## config.mk

```make
export PLATFORM = sky130hd
export DESIGN_NAME = bus_rx_buffer_flat
export DESIGN_NICKNAME = d
export VERILOG_FILES = /design/src/rtl/cdc_pkg.sv /design/src/rtl/bus_rx_buffer_if.sv /design/src/rtl/bus_rx_fifo_mem.sv /design/src/rtl/bus_rx_buffer.sv /design/src/flat_wrapper.sv
export SDC_FILE = /design/constraint.sdc
export NUM_CORES = 1
export LEC_CHECK = 0
export CAP_MARGIN = 40
export CORE_MARGIN = 2
export CORE_UTILIZATION = 39
export CTS_CLUSTER_DIAMETER = 120
export CTS_CLUSTER_SIZE = 40
export DETAILED_ROUTE_END_ITERATION = 7
export HOLD_SLACK_MARGIN = 0.06
export PLACE_DENSITY = 0.59
export SLEW_MARGIN = 15
export SYNTH_ARGS = -nofsm -noshare
export SYNTH_HDL_FRONTEND = slang
export SYNTH_SLANG_ARGS = --single-unit
```

## constraint.sdc

```tcl
create_clock -name aclk_o -period 3.4 [get_ports aclk_o]
set_input_delay 0.34 -clock aclk_o [delete_from_list [all_inputs] [get_ports aclk_o]]
set_output_delay 0.34 -clock aclk_o [all_outputs]
set_load 0.01 [all_outputs]
```

## src/rtl/cdc_pkg.sv

```systemverilog
// Shared defaults for the CDC receive path and a helper for the FIFO level/pointer width.
package cdc_pkg;

    localparam int unsigned DefBusWidth  = 8;
    localparam int unsigned DefDepthLog2 = 2;

    // Pointers and the level count carry one extra bit so that full and empty are distinguishable.
    function automatic int unsigned level_width(int unsigned depth_log2);
        return depth_log2 + 1;
    endfunction

endpackage

```

## src/rtl/bus_rx_buffer_if.sv

```systemverilog
// Stream bundle around bus_rx_buffer: synchronizer pulse input, valid/ready output, status flags.
// Optional status signals exist only when BUS_RX_BUFFER_STATUS_EN is defined.
interface bus_rx_buffer_if
    import cdc_pkg::*;
#(
    parameter int unsigned BUS_WIDTH  = DefBusWidth,
    parameter int unsigned DEPTH_LOG2 = DefDepthLog2
);

    logic                 s_tvalid;
    logic [BUS_WIDTH-1:0] s_tdata;
    logic                 m_tvalid;
    logic                 m_tready;
    logic [BUS_WIDTH-1:0] m_tdata;
    logic                 full;
    logic                 empty;
    logic                 overflow;
`ifdef BUS_RX_BUFFER_STATUS_EN
    logic                                    ovf_sticky;
    logic                                    ovf_clr;
    logic [level_width(DEPTH_LOG2)-1:0]      level;

    modport slave (
        input  s_tvalid, s_tdata, m_tready, ovf_clr,
        output m_tvalid, m_tdata, full, empty, overflow, ovf_sticky, level
    );
    modport master (
        output s_tvalid, s_tdata, m_tready, ovf_clr,
        input  m_tvalid, m_tdata, full, empty, overflow, ovf_sticky, level
    );
`else
    modport slave (
        input  s_tvalid, s_tdata, m_tready,
        output m_tvalid, m_tdata, full, empty, overflow
    );
    modport master (
        output s_tvalid, s_tdata, m_tready,
        input  m_tvalid, m_tdata, full, empty, overflow
    );
`endif

endinterface

```

## src/rtl/bus_rx_fifo_mem.sv

```systemverilog
// Storage array for bus_rx_buffer: synchronous write, asynchronous read, no reset on the contents.
module bus_rx_fifo_mem #(
    parameter int unsigned Width = 8,
    parameter int unsigned AddrW = 2
) (
    input  logic             clk_i,
    input  logic             we_i,
    input  logic [AddrW-1:0] waddr_i,
    input  logic [Width-1:0] wdata_i,
    input  logic [AddrW-1:0] raddr_i,
    output logic [Width-1:0] rdata_o
);

    logic [Width-1:0] mem_q [2**AddrW];

    always_ff @(posedge clk_i) begin
        if (we_i) begin
            mem_q[waddr_i] <= wdata_i;
        end
    end

    assign rdata_o = mem_q[raddr_i];

endmodule

```

## src/rtl/bus_rx_buffer.sv

```systemverilog
// Elastic buffer behind the data bus synchronizer: captures pulsed words, re-presents them as a
// valid/ready stream, flags overflow. BUS_RX_BUFFER_STATUS_EN adds ovf_sticky/ovf_clr/level.
module bus_rx_buffer
    import cdc_pkg::*;
#(
    parameter int unsigned BUS_WIDTH  = DefBusWidth,
    parameter int unsigned DEPTH_LOG2 = DefDepthLog2
) (
    input logic            aclk_o,
    input logic            arstn_o,
    bus_rx_buffer_if.slave bus
);

    localparam int unsigned PtrW = level_width(DEPTH_LOG2);

    logic                 wr_pend_q;
    logic [PtrW-1:0]      wr_ptr_q, wr_ptr_d;
    logic [PtrW-1:0]      rd_ptr_q, rd_ptr_d;
    logic                 empty, full, do_wr, do_rd;
    logic [BUS_WIDTH-1:0] rdata;

    always_comb begin
        empty    = (wr_ptr_q == rd_ptr_q);
        full     = (wr_ptr_q[PtrW-1] != rd_ptr_q[PtrW-1]) &&
                   (wr_ptr_q[PtrW-2:0] == rd_ptr_q[PtrW-2:0]);
        do_rd    = !empty && bus.m_tready;
        // A read in the same cycle frees the slot, so a write while full still lands.
        do_wr    = wr_pend_q && (!full || do_rd);
        wr_ptr_d = wr_ptr_q + PtrW'(do_wr);
        rd_ptr_d = rd_ptr_q + PtrW'(do_rd);
    end

    // Data trails the pulse by one cycle, so the pulse is delayed to line up with it.
    always_ff @(posedge aclk_o or negedge arstn_o) begin
        if (!arstn_o) begin
            wr_pend_q <= 1'b0;
            wr_ptr_q  <= '0;
            rd_ptr_q  <= '0;
        end else begin
            wr_pend_q <= bus.s_tvalid;
            wr_ptr_q  <= wr_ptr_d;
            rd_ptr_q  <= rd_ptr_d;
        end
    end

    bus_rx_fifo_mem #(
        .Width (BUS_WIDTH),
        .AddrW (DEPTH_LOG2)
    ) u_mem (
        .clk_i   (aclk_o),
        .we_i    (do_wr),
        .waddr_i (wr_ptr_q[PtrW-2:0]),
        .wdata_i (bus.s_tdata),
        .raddr_i (rd_ptr_q[PtrW-2:0]),
        .rdata_o (rdata)
    );

    // Unreset array contents are masked while empty so the output reads zero out of reset.
    assign bus.m_tvalid = !empty;
    assign bus.m_tdata  = empty ? '0 : rdata;
    assign bus.full     = full;
    assign bus.empty    = empty;
    assign bus.overflow = wr_pend_q && full && !do_rd;

`ifdef BUS_RX_BUFFER_STATUS_EN
    logic            ovf_sticky_q;
    logic [PtrW-1:0] level_q;

    always_ff @(posedge aclk_o or negedge arstn_o) begin
        if (!arstn_o) begin
            ovf_sticky_q <= 1'b0;
            level_q      <= '0;
        end else begin
            level_q <= wr_ptr_d - rd_ptr_d;
            if (bus.overflow) begin
                ovf_sticky_q <= 1'b1;
            end else if (bus.ovf_clr) begin
                ovf_sticky_q <= 1'b0;
            end
        end
    end

    assign bus.ovf_sticky = ovf_sticky_q;
    assign bus.level      = level_q;
`endif

endmodule

```

## src/flat_wrapper.sv

```systemverilog
// flat-port wrapper written by rule: the top's interface ports become plain ports
module bus_rx_buffer_flat import cdc_pkg::*;
#(
    parameter int unsigned BUS_WIDTH  = DefBusWidth,
    parameter int unsigned DEPTH_LOG2 = DefDepthLog2
)
  (aclk_o, arstn_o, bus_s_tvalid, bus_s_tdata, bus_m_tready, bus_m_tvalid, bus_m_tdata, bus_full, bus_empty, bus_overflow);
  bus_rx_buffer_if #(.BUS_WIDTH(BUS_WIDTH), .DEPTH_LOG2(DEPTH_LOG2)) bus_i ();
  input logic aclk_o;
  input logic arstn_o;
  input wire logic [$bits(bus_i.s_tvalid)-1:0] bus_s_tvalid;
  input wire logic [$bits(bus_i.s_tdata)-1:0] bus_s_tdata;
  input wire logic [$bits(bus_i.m_tready)-1:0] bus_m_tready;
  output wire logic [$bits(bus_i.m_tvalid)-1:0] bus_m_tvalid;
  output wire logic [$bits(bus_i.m_tdata)-1:0] bus_m_tdata;
  output wire logic [$bits(bus_i.full)-1:0] bus_full;
  output wire logic [$bits(bus_i.empty)-1:0] bus_empty;
  output wire logic [$bits(bus_i.overflow)-1:0] bus_overflow;
  assign bus_i.s_tvalid = bus_s_tvalid;
  assign bus_i.s_tdata = bus_s_tdata;
  assign bus_i.m_tready = bus_m_tready;
  assign bus_m_tvalid = bus_i.m_tvalid;
  assign bus_m_tdata = bus_i.m_tdata;
  assign bus_full = bus_i.full;
  assign bus_empty = bus_i.empty;
  assign bus_overflow = bus_i.overflow;
  bus_rx_buffer #(.BUS_WIDTH(BUS_WIDTH), .DEPTH_LOG2(DEPTH_LOG2)) u_core (.aclk_o(aclk_o), .arstn_o(arstn_o), .bus(bus_i));
endmodule
```

==> results.py, run 1 <==
metrics = {
    "critical_path": {
        "path_cells": "mux4_1 > nor2b_2 > clkdlybuf4s50_1",
        "required_ps": 3060,
        "path_delay_family": "flip-flops",
        "crit_slowest_cell": "dfrtp_1",
        "end_kind": "output pin",
        "critPathMaxStageDelay_ps": 720,
        "arrival_ps": 2270,
        "cp-start-kind": "flop",
        "crit_type": "flop to output pin",
        "critPathBufInv": 1,
        "crit_fanout": 10,
    },
    "synthesis": {
        "ys_warn_count": 0,
        "synth_nets": 95,
        "syn_area_sq_um": 1650,
        "synth_seq_cells": 39,
        "synth_cell_type_count": 20,
        "syn-instance-count": 79,
        "ys_seq_area_share_pct": 68.84,
        "syn_avg_cell_area_sq_um": 20.89,
    },
    "global_routing": {
        "grt_pass1_vias": 873,
        "grt_busiest_layer": "met2",
        "grt_max_degree": 12,
        "grt_use_total_pct": 12.91,
        "antenna_found_initial": 0,
        "grt-ovfl-total": 0,
        "grt_use_met3_pct": 4.532,
        "grtUsageMet1_pct": 15.46,
        "grt_use_met2_pct": 21.58,
        "grt_pass1_wl_um": 4540,
    },
    "floorplan": {
        "num_rows": 23,
        "die-area_sq_um": 4768,
        "core-area_sq_um": 4029,
        "die_x_um": 69.05,
        "start_util_pct": 40.96,
        "die_height_um": 69.05,
        "io_pins": 24,
    },
    "clock_network": {
        "tritoncts": "built",
        "cts-resized-gates": 0,
        "clockRootBuffer": "clkbuf_8",
        "insertion_delay_ps": 280,
        "clock_sinks": 39,
        "post_cts_buffers": 0,
        "clockBufferDepth": 2,
        "cts_hold_buf": 0,
        "cts_buffers": 5,
        "clk_pin_slew_ps": 70,
        "h-tree-depth": 2,
    },
    "power": {
        "total_power_w": 0.001921,
        "ir_drop_v": 0.0004503,
        "powerDensity_nw_per_um2": 938.9,
        "power_leakage_nw": 0.7443,
    },
    "layout": {
        "layout-drive-gt1-share_pct": 22.73,
        "register_area_sq_um": 1136,
        "fin_nets": 126,
        "n_antenna_cell": 0,
        "num-fill-cells": 352,
        "final_common_cell": "edfxtp_1",
        "multiInputGateArea_sq_um": 476.7,
        "final_cell_mix": "edfxtp_1 (32), clkdlybuf4s50_1 (23), nor2b_2 (8), dfrtp_1 (7), mux4_1 (6)",
        "syn_to_final_growth_pct": 23.96,
    },
    "outcome": {
        "status": "finished, final reports clean",
    },
    "detailed_routing": {
        "drt_drc_violations_left": 0,
        "final_antenna_net_count": 0,
        "wl_per_cell_um": 16.73,
        "drt-initial-drc-count": 46,
        "routed_wirelength_um": 2676,
        "drtPass1Iterations": 4,
        "vias": 793,
        "vias_per_cell": 4.956,
    },
    "sta": {
        "max_freq_ghz": 0.3838,
        "rsz0062_at_grt": "false",
        "fin_crit_sh_pct": 76.64,
        "hold_viol": 0,
        "finClkSkew_ps": 5.100,
        "finalSetupViolCount": 0,
        "setup-tns-final_ps": 0,
        "slew_viol_final": 0,
        "relSlewSlack_pct": 53.06,
        "worst_pin_slew_ps": 701.5,
        "min_period_ps": 2606,
    },
    "place": {
        "hpwl_um": 1827,
        "numPortBuffers": 23,
        "gp_congestion": 0.6889,
    },
    "run": {
        "max_cap_violations": 0,
    },
    "min_path": {
        "min_path_type": "input pin to async pin",
    },
}
## synth_stat cells (all sizes together)
master  number  share of area [%]
nor2b        9                4.6
dfrtp        7                 11
nand2        1               0.23
nor2         1               0.23
nor3         2               0.61
mux4         8                 12
xnor2        1               0.99
edfxtp      32                 58
inv          2               0.46
nor3b        3                1.7
and3b        1               0.53
o41ai        1                1.7
buf          3                1.8
xor2         4                3.0
ha           4                3.0
## final timing paths
check,startpoint,end,slack (ps),cells after the start
max in group asynchronous,arstn_o,u_core.wr_ptr_q[0]$_DFF_PN0_,2800,1
max,u_core.rd_ptr_q[0]$_DFF_PN0_,bus_m_tdata[0],790,3
max reg2reg,u_core.rd_ptr_q[0]$_DFF_PN0_,u_core.rd_ptr_q[2]$_DFF_PN0_,1300,7
min in group aclk_o,bus_s_tvalid,u_core.wr_pend_q$_DFF_PN0_,510,1
min,arstn_o,u_core.wr_ptr_q[2]$_DFF_PN0_,340,1
min reg2reg,u_core.rd_ptr_q[2]$_DFF_PN0_,u_core.rd_ptr_q[2]$_DFF_PN0_,520,1
## flip-flops by register name (all words and copies together) (netlist names)
register / flops
u_core.wr_pend_q: 1
u_core.rd_ptr_q: 3
u_core.wr_ptr_q: 3
u_core.u_mem.mem_q: 32
## through the flow
stage          hold slack, ps  instances  setup slack [ps]  instance area [sq um]  utilization (%)
4_1_cts                 338.0        160             752.2                   2046            50.78
3_3_place_gp            502.4        153              1080                   1943            48.23
6_report                338.1        160             794.3                   2046            50.78
2_1_floorplan           44.41         79              1418                   1650                -
3_5_place_dp            514.0        153              1067                   1943            48.23
5_1_grt                 353.5        160             647.5                   2046            50.78
## layer usage
metal / up-vias / routed length [um]
li1: 369 / -
met1: 405 / 1116
met2: 17 / 1442
met3: 2 / 96
met4: 0 / 21
met5: - / 0
## cell families (layout without fill, tap and decap cells)
family          after synthesis  after routing  synth area share (%)
flops                        39             39                 68.84
simple gates                 17             17                 7.884
mux                           8              8                 12.28
xor+xnor                      5              5                 4.019
buf+inv                       5             36                 2.275
fa+ha+maj                     4              4                 3.033
compound gates                1              1                 1.668
## area by class of cell
type	instances	area share [%]
Sequential cell	39	55.54
Multi-Input combinational cell	35	23.30
Timing Repair Buffer	27	12.72
Clock buffer	6	3.547
Tap cell	50	3.058
Clock inverter	1	1.468
Inverter	2	0.3670
## power by group
| group | internal, W | switching (W) | leakage (nW) |
|---|---|---|---|
| clock | 0.000215 | 0.000138 | 0.0513 |
| sequential | 0.000644 | 0.000114 | 0.375 |
| combinational | 0.000470 | 0.000340 | 0.318 |
Power figures use the tool's default switching activity.
==> inputs of run 2 (changes only) <==
--- a/config.mk
+++ b/config.mk
@@ -12,7 +12,7 @@
 export CTS_CLUSTER_SIZE = 40
 export DETAILED_ROUTE_END_ITERATION = 7
 export HOLD_SLACK_MARGIN = 0.06
-export PLACE_DENSITY = 0.59
+export PLACE_DENSITY = 0.61
 export SLEW_MARGIN = 15
 export SYNTH_ARGS = -nofsm -noshare
 export SYNTH_HDL_FRONTEND = slang
==> constraint.sdc (replaced) <==
create_clock -name aclk_o -period 2.11 [get_ports aclk_o]
set_input_delay 0.211 -clock aclk_o [delete_from_list [all_inputs] [get_ports aclk_o]]
set_output_delay 0.211 -clock aclk_o [all_outputs]
set_load 0.01 [all_outputs]
==> results.py, run 2 (synthesis results as in run 1) <==
metrics = {
    "clock_network": {
        "clockRootBuffer": "clkbuf_8",
        "tritoncts": "built",
        "clock_sinks": 39,
        "cts_hold_buf": 0,
        "h-tree-depth": 2,
        "clk_pin_slew_ps": 70,
        "clockBufferDepth": 2,
        "cts_buffers": 5,
        "insertion_delay_ps": 290,
    },
    "sta": {
        "worst_pin_slew_ps": 823.3,
        "min_period_ps": 2021,
        "rsz0062_at_grt": "false",
        "slew_viol_final": 0,
        "setup-tns-final_ps": 0,
        "finClkSkew_ps": 4.953,
        "relSlewSlack_pct": 44.91,
        "setup_ws_ps": 89.08,
        "max_freq_ghz": 0.4948,
        "hold_viol": 0,
        "fin_crit_sh_pct": 95.78,
        "fin_hold_ws_ps": 178.3,
        "finalSetupViolCount": 0,
    },
    "layout": {
        "largest_register_ffs": 32,
        "final_core_util_pct": 53.66,
        "syn_to_final_growth_pct": 31.01,
        "reg_top3": "u_core.u_mem.mem_q x32, u_core.rd_ptr_q x3, u_core.wr_ptr_q x3",
        "top_register": "u_core.u_mem.mem_q",
        "final_cell_mix": "edfxtp_1 (32), clkdlybuf4s50_1 (13), buf_4 (9), nor2b_2 (8), buf_6 (6)",
        "n_antenna_cell": 0,
        "layout-drive-gt1-share_pct": 37.70,
        "final_common_cell": "edfxtp_1",
        "fin_nets": 137,
        "num-fill-cells": 347,
    },
    "critical_path": {
        "crit_type": "flop to output pin",
        "path_cells": "xnor2_2 > nor3_2 > and3b_1 > clkdlybuf4s50_1",
        "arrival_ps": 1810,
        "startpoint": "u_core.rd_ptr_q[2]$_DFF_PN0_",
        "ff2ff_path_depth": 4,
        "crit_slowest_cell": "clkdlybuf4s50_1",
        "crit_fanout": 3,
        "required_ps": 1900,
        "critPathMaxStageDelay_ps": 530,
        "end_kind": "output pin",
        "cp-start-kind": "flop",
        "reg2reg_from": "u_core.wr_ptr_q[0]$_DFF_PN0_",
    },
    "detailed_routing": {
        "wl_per_cell_um": 15.52,
        "drtPass1Iterations": 4,
        "final_antenna_net_count": 0,
        "vias": 835,
        "drt_drc_violations_left": 0,
        "drt-initial-drc-count": 37,
        "routed_wirelength_um": 2669,
        "vias_per_cell": 4.855,
    },
    "global_routing": {
        "grt_pass1_vias": 855,
        "grt_max_degree": 13,
        "antenna_found_initial": 0,
        "grt_pass1_wl_um": 4326,
        "grt_use_total_pct": 12.45,
        "grt-ovfl-total": 0,
    },
    "floorplan": {
        "die_height_um": 69.05,
        "io_pins": 24,
        "die-area_sq_um": 4768,
        "die_x_um": 69.05,
        "start_util_pct": 40.96,
        "num_rows": 23,
        "core-area_sq_um": 4029,
    },
    "place": {
        "numPortBuffers": 23,
        "dp_slack_ps": 119.0,
        "hpwl_um": 1733,
        "gp_congestion": 0.6688,
    },
    "power": {
        "powerDensity_nw_per_um2": 1568,
        "power_leakage_nw": 0.8334,
        "ir_drop_v": 0.0008673,
    },
    "run": {
        "max_cap_violations": 0,
    },
    "min_path": {
        "min_path_type": "input pin to async pin",
    },
    "outcome": {
        "status": "finished, final reports clean",
    },
}
[run 2: cell count changes in the layout (fill, tap and decap cells not counted), moves of 2 or more]
cell             before  now
clkdlybuf4s50_1      23   13
dlygate4sd2_1         0    4
dfrtp_1               7    5
clkbuf_2              0    3
mux4_1                6    3
dfrtp_2               0    2
dlymetal6s2s_1        0    2
mux4_2                2    5
buf_6                 0    6
buf_4                 4    9
[run 2: worst paths after layout]
path | to | slack, ps
worst max-delay path | bus_overflow | 90
worst min-delay path | u_core.rd_ptr_q[0]$_DFF_PN0_ | 180
worst max register to register | u_core.u_mem.mem_q[3][7]$_DFFE_PP_ | 130
worst min register to register | u_core.rd_ptr_q[2]$_DFF_PN0_ | 560
max in group asynchronous | u_core.wr_ptr_q[0]$_DFF_PN0_ | 1680
min in group aclk_o | u_core.wr_pend_q$_DFF_PN0_ | 360
[run 2: critical path, delay by kind of cell (launching register included)]
kind | cells | cell delay [ps]
flip-flops | 1 | 420
XOR/XNOR | 1 | 180
buffers and inverters | 1 | 530
AND/OR/NAND/NOR | 2 | 390
[run 2: through the flow]
stage          area, sq um  total power [W]  cells
3_5_place_dp          1966         0.002604    156
4_1_cts               2138         0.003365    168
2_1_floorplan         1650         0.001993     79
5_1_grt               2162         0.003590    172
6_report              2162         0.003389    172
3_3_place_gp          1966         0.002582    156
[run 2: repair_timing]
item,4_1_cts,5_1_grt
setup endpoints to repair,11,19
gates resized for setup,17,12
pin swaps,2,2
buffers inserted,4,4
[run 2: power breakdown]
group	switching [W]	internal, W
logic	0.000688	0.000845
clock network	0.000238	0.000472
registers	0.000103	0.00104
total	0.00103	0.00236
[run 2: layout make-up]
| class | count | area [sq um] | area share [%] |
|---|---|---|---|
| sequential | 39 | 1139 | 52.66 |
| timing repair buffer | 38 | 350.3 | 16.20 |
| clock inverter | 2 | 60.06 | 2.778 |
| inverter | 2 | 7.507 | 0.3472 |
| clock buffer | 6 | 72.57 | 3.356 |
| multi-input combinational | 35 | 470.5 | 21.76 |
| tap | 50 | 62.56 | 2.894 |
[run 2: per-layer routing]
| metal | share of wire, % | vias up | track usage [%] |
|---|---|---|---|
| met5 | 0 | - | 0 |
| met4 | 1.7 | 0 | 5.229 |
| met3 | 4.7 | 6 | 4.971 |
| met2 | 53 | 24 | 20.30 |
| met1 | 41 | 418 | 14.64 |
| li1 | - | 387 | - |
==> patch 1: new RTL, settings of run 2 <==
`DefBusWidth`: 8 -> 9.
--- a/src/rtl/cdc_pkg.sv
+++ b/src/rtl/cdc_pkg.sv
@@ -3,3 +3,3 @@
 
-    localparam int unsigned DefBusWidth  = 8;
+    localparam int unsigned DefBusWidth  = 9;
     localparam int unsigned DefDepthLog2 = 2;
Interface: changed (resized bus_m_tdata and bus_s_tdata); port bits go from 24 to 26. No check against the original RTL was run, so the function may have changed too.
==> patch 1 against run 2 <==
- design area increased by 8.8%
- worst setup slack worse by 0.037 ns
- global-route usage grew 0.88 points
- critical endpoint is now bus_m_tdata[1]
- critical path depth up 3
- highest routed layer unchanged
- wire length rose by 14%
- sequential cell count grew 4
- synthesized area increased by 8.0%
- total power is 8.7% higher
- critical path type unchanged
==> patch 1: results (changes against run 2) <==
distinct cell type count after synthesis=21 (+5.0%); WP data arrival=1.85 ns (+0.04 ns); Worst-path clk slew=0.07 ns (about the same); CP max FO=5 (+2); grt met3 use=5.485% (+0.51 points); Final Net Count=150 (+9.5%); placed cell areas=2160 um2 (+9.9%); EDFF count, synth=36 (+13%); dpl hpwl=2.099 mm (+21%); Leak=0.9069 nW (+8.8%); synthesized instance count=85 (+7.6%); met2 Track Usage GR=21.09% (+0.79 points); first-pass GRT wire length=4.905 mm (+13%); synth top area cells=edfxtp_1 (61%), mux4_2 (11%), dfrtp_1 (9.8%), nor2b_2 (3.9%), ha_1 (2.8%); Global Route met1 Usage=17.10% (+2.5 points); Seq/Total Area, Yosys=70.51% (+1.7 points); Synth Net Count=102 (+7.4%); Synth top cells by count=edfxtp_1 (36), mux4_2 (9), nor2b_2 (8), dfrtp_1 (7), ha_1 (4); GP Congestion=0.7058 (+5.5%); number of buffers created by CTS=5 (unchanged); worst skew pair latency=0.29 ns (about the same); First DRT Iteration DRCs=54 (+46%); CP peak stage delay=0.47 ns (-0.06 ns); gr usage total=13.33% (+0.88 points); via density per instance=5.022 (+3.4%); Inserted Diodes=0 (unchanged); cell family with most CP delay=buffers and inverters; Clock Skew=0.004174 ns (-0.0007794 ns); routed len/inst=16.47 um (+6.1%); largest net degree at the start of global routing=13 (unchanged); Clock Root Buffer=clkbuf_8; CTS Buffer Depth=2 (unchanged); Top Registers=u_core.u_mem.mem_q (36), u_core.rd_ptr_q (3), u_core.wr_ptr_q (3); asr flop ratio synth=16.28% (-1.7 points); Worst-Margin Slew=0.6074 ns (-0.2159 ns); Max VDD drop=824.0 uV (-5.0%); H-Tree Depth=2 (unchanged); status=finished clean; # port buffers=25 (+8.7%); Yosys warning count=0 (unchanged); initial antenna violation count=0 (unchanged); vias in the first global route=922 (+7.8%); Cells after DPL=168 (+7.7%); Pre-antenna DRT Iters=4 (unchanged); layout cell share with drive strength beyond 1=45.11% (+7.4 points); WL final=3.047 mm (+14%); Worst path slowest cell=dfrtp_2; worst min-delay path category=input port to async pin
[patch 1: cell count changes after synthesis]
| cell | before | now |
|---|---|---|
| nor3_2 | 0 | 1 |
| inv_2 | 0 | 1 |
| edfxtp_1 | 32 | 36 |
| mux4_2 | 2 | 9 |
| mux4_1 | 6 | 0 |
| nor2b_1 | 1 | 2 |
| nor3_1 | 2 | 1 |
| inv_1 | 2 | 1 |
[patch 1: logic make-up (layout without fill, tap and decap cells)]
family                   count (synthesis)  in the layout  share of synthesized area, %
AO/OA/AOI/OAI                            1              1                         1.545
XOR/XNOR                                 5              5                         3.722
adder cells (fa/ha/maj)                  4              4                         2.809
buffers and inverters                    5             53                         2.106
flip-flops                              43             43                         70.51
multiplexers                             9              9                         11.38
AND/OR/NAND/NOR                         18             18                         7.935
[patch 1: layout make-up]
class,count,area (um2)
Fill cell,358,2032
Sequential cell,43,1261
Multi-Input combinational cell,37,516.7
Timing Repair Buffer,44,399.1
Clock buffer,6,72.57
Tap cell,52,65.06
Clock inverter,1,30.03
Inverter,2,7.507
[patch 1: power breakdown]
part	total (mW)	switching (mW)	internal [mW]
sequential	1.29	0.140	1.15
clock	0.605	0.258	0.347
combinational	1.79	0.777	1.01
[patch 1: metrics by stage]
| stage | setup TNS [ns] | power (mW) | worst slack, ns |
|---|---|---|---|
| 6_report | 0 | 3.685 | 0.05173 |
| 5_1_grt | -0.03539 | 3.905 | -0.03539 |
| 4_1_cts | -0.4518 | 3.665 | -0.1319 |
| 3_5_place_dp | 0 | 2.965 | 0.01258 |
| 3_3_place_gp | 0 | 2.919 | 0.09286 |
| 2_1_floorplan | 0 | 2.207 | 0.01645 |
[patch 1: final timing paths]
path | cells past startpoint | end | startpoint | slack (ns)
max in group asynchronous | 1 | u_core.rd_ptr_q[1] | arstn_o | 1.70
min in group aclk_o | 1 | u_core.wr_pend_q | bus_s_tvalid | 0.36
worst max register to register | 4 | u_core.u_mem.mem_q[2][1] | u_core.wr_ptr_q[0] | 0.16
worst min register to register | 1 | u_core.rd_ptr_q[2] | u_core.rd_ptr_q[2] | 0.53
worst min-delay path | 1 | u_core.wr_pend_q | arstn_o | 0.17
worst max-delay path | 7 | bus_m_tdata[1] | u_core.wr_ptr_q[0] | 0.05
[patch 1: layer usage]
| metal | vias up | part of all wire (%) | wire length [um] |
|---|---|---|---|
| met1 | 479 | 41 | 1236 |
| met5 | - | 0 | 0 |
| met2 | 23 | 53 | 1621 |
| met4 | 0 | 0.95 | 29 |
| li1 | 421 | - | - |
| met3 | 6 | 5.2 | 159 |
[patch 1: repair_timing]
item	4_1_cts	5_1_grt
setup buffers	5	5
pin swaps	3	1
endpoints found under the setup margin	12	9
resized for setup	18	20
==> patch 2: new RTL, flow settings as in run 2 <==
Without the edit above. Put a register stage on the output `bus.overflow`, without a reset. The value now appears one clock later.
--- a/src/rtl/bus_rx_buffer.sv
+++ b/src/rtl/bus_rx_buffer.sv
@@ -62,3 +62,5 @@
     assign bus.empty    = empty;
-    assign bus.overflow = wr_pend_q && full && !do_rd;
+    always_ff @(posedge aclk_o) begin
+        bus.overflow <= wr_pend_q && full && !do_rd;
+    end
 
Formal check against the unedited RTL: not equivalent (a bounded check fails within 10 cycles, from zero or initial values and one cycle with arstn_o low).
==> patch 2 against run 2 <==
- worst setup slack got worse by 0.050 ns
- synthesized cell count increased by 1.3%
- cell count increased by 0.58%
- design area increased by 0.41%
- wire length decreased by 0.86%
- total power decreased by 2.6%
- core utilization decreased by 0.16 points
- clock power decreased by 18%
- sequential cell count increased by 1
- global-route usage increased by 0.078 points
- synthesized area increased by 1.2%
- non-clock buffer count unchanged
- critical endpoint is now bus_m_tdata[4]
- largest cell class unchanged
- largest power group unchanged
==> patch 2: results (changes against run 2) <==
status=finished clean; Seq/Total Area, Yosys=69.21% (+0.37 points); pre-CTS setup slack=0.1262 ns (+0.007199 ns); Cells after DPL=158 (+1.3%); layout cell share with drive strength beyond 1=32.52% (-5.2 points); worst hold margin=0.1803 ns (+0.001998 ns); placed cell areas=1993 um2 (+1.4%); fin cells=173 (+0.58%); Reg area=1156 um2 (+1.5%); worst r2r src=u_core.rd_ptr_q[0]; shortest period the worst path allows=2.071 ns (+0.05017 ns); WP data arrival=1.86 ns (+0.05 ns); gr usage total=12.53% (+0.078 points); asr flop ratio synth=17.50% (-0.45 points); crit path to=bus_m_tdata[4]; syn_area_per_cell=20.88 um2 (about the same); first-pass GRT wire length=4.429 mm (+2.4%); grt met3 use=4.506% (-0.46 points); WL final=2.646 mm (-0.86%); Leak=0.8323 nW (-0.12%); GP Congestion=0.7149 (+6.9%); routed length on met2=1.508 mm (+6.6%); Synth Net Count=96 (+1.1%); Worst path slowest cell=dfrtp_1; First DRT Iteration DRCs=48 (+30%); Setup Buffers After CTS=3 (-1); Clock Skew=0.004676 ns (-0.0002773 ns); met2 Track Usage GR=21.37% (+1.1 points); vias in the first global route=903 (+5.6%); dpl hpwl=1.853 mm (+6.9%); Final Net Count=138 (+0.73%); via density per instance=4.879 (+0.49%); EDFF count, synth=32 (unchanged); metal3 WL=116 um (-7.9%); WL met1=982 um (-9.2%); Max VDD drop=527.9 uV (-39%); Global Route met1 Usage=14.22% (-0.42 points); fill count=331 (-4.6%); Reg-to-Reg End=u_core.u_mem.mem_q[3][2]; Worst slew margin=47.20% (+2.3 points); CP peak stage delay=0.42 ns (-0.11 ns); initial antenna violation count=0 (unchanged); distinct cell type count after synthesis=21 (+5.0%)
## patch 2: cell type report
cell class | count | area share [%]
clock buffer | 5 | 3.170
clock inverter | 3 | 1.729
inverter | 2 | 0.3458
multi-input combinational | 35 | 22.36
sequential | 40 | 53.26
tap | 50 | 2.882
timing repair buffer | 38 | 16.25
## patch 2: report_power, final
group / switching (mW) / leakage, nW / internal, mW
clock: 0.242 / 0.0532 / 0.344
combinational: 0.677 / 0.396 / 0.866
sequential: 0.112 / 0.383 / 1.06
total: 1.03 / 0.832 / 2.27
## patch 2: cell families after synthesis
logic type               after synthesis  share of synthesized area, %
adder cells (fa/ha/maj)                4                         2.996
AND/OR/NAND/NOR                       17                         7.790
multiplexers                           8                         12.13
AO/OA/AOI/OAI                          1                         1.648
XOR/XNOR                               5                         3.970
buffers and inverters                  5                         2.247
flip-flops                            40                         69.21
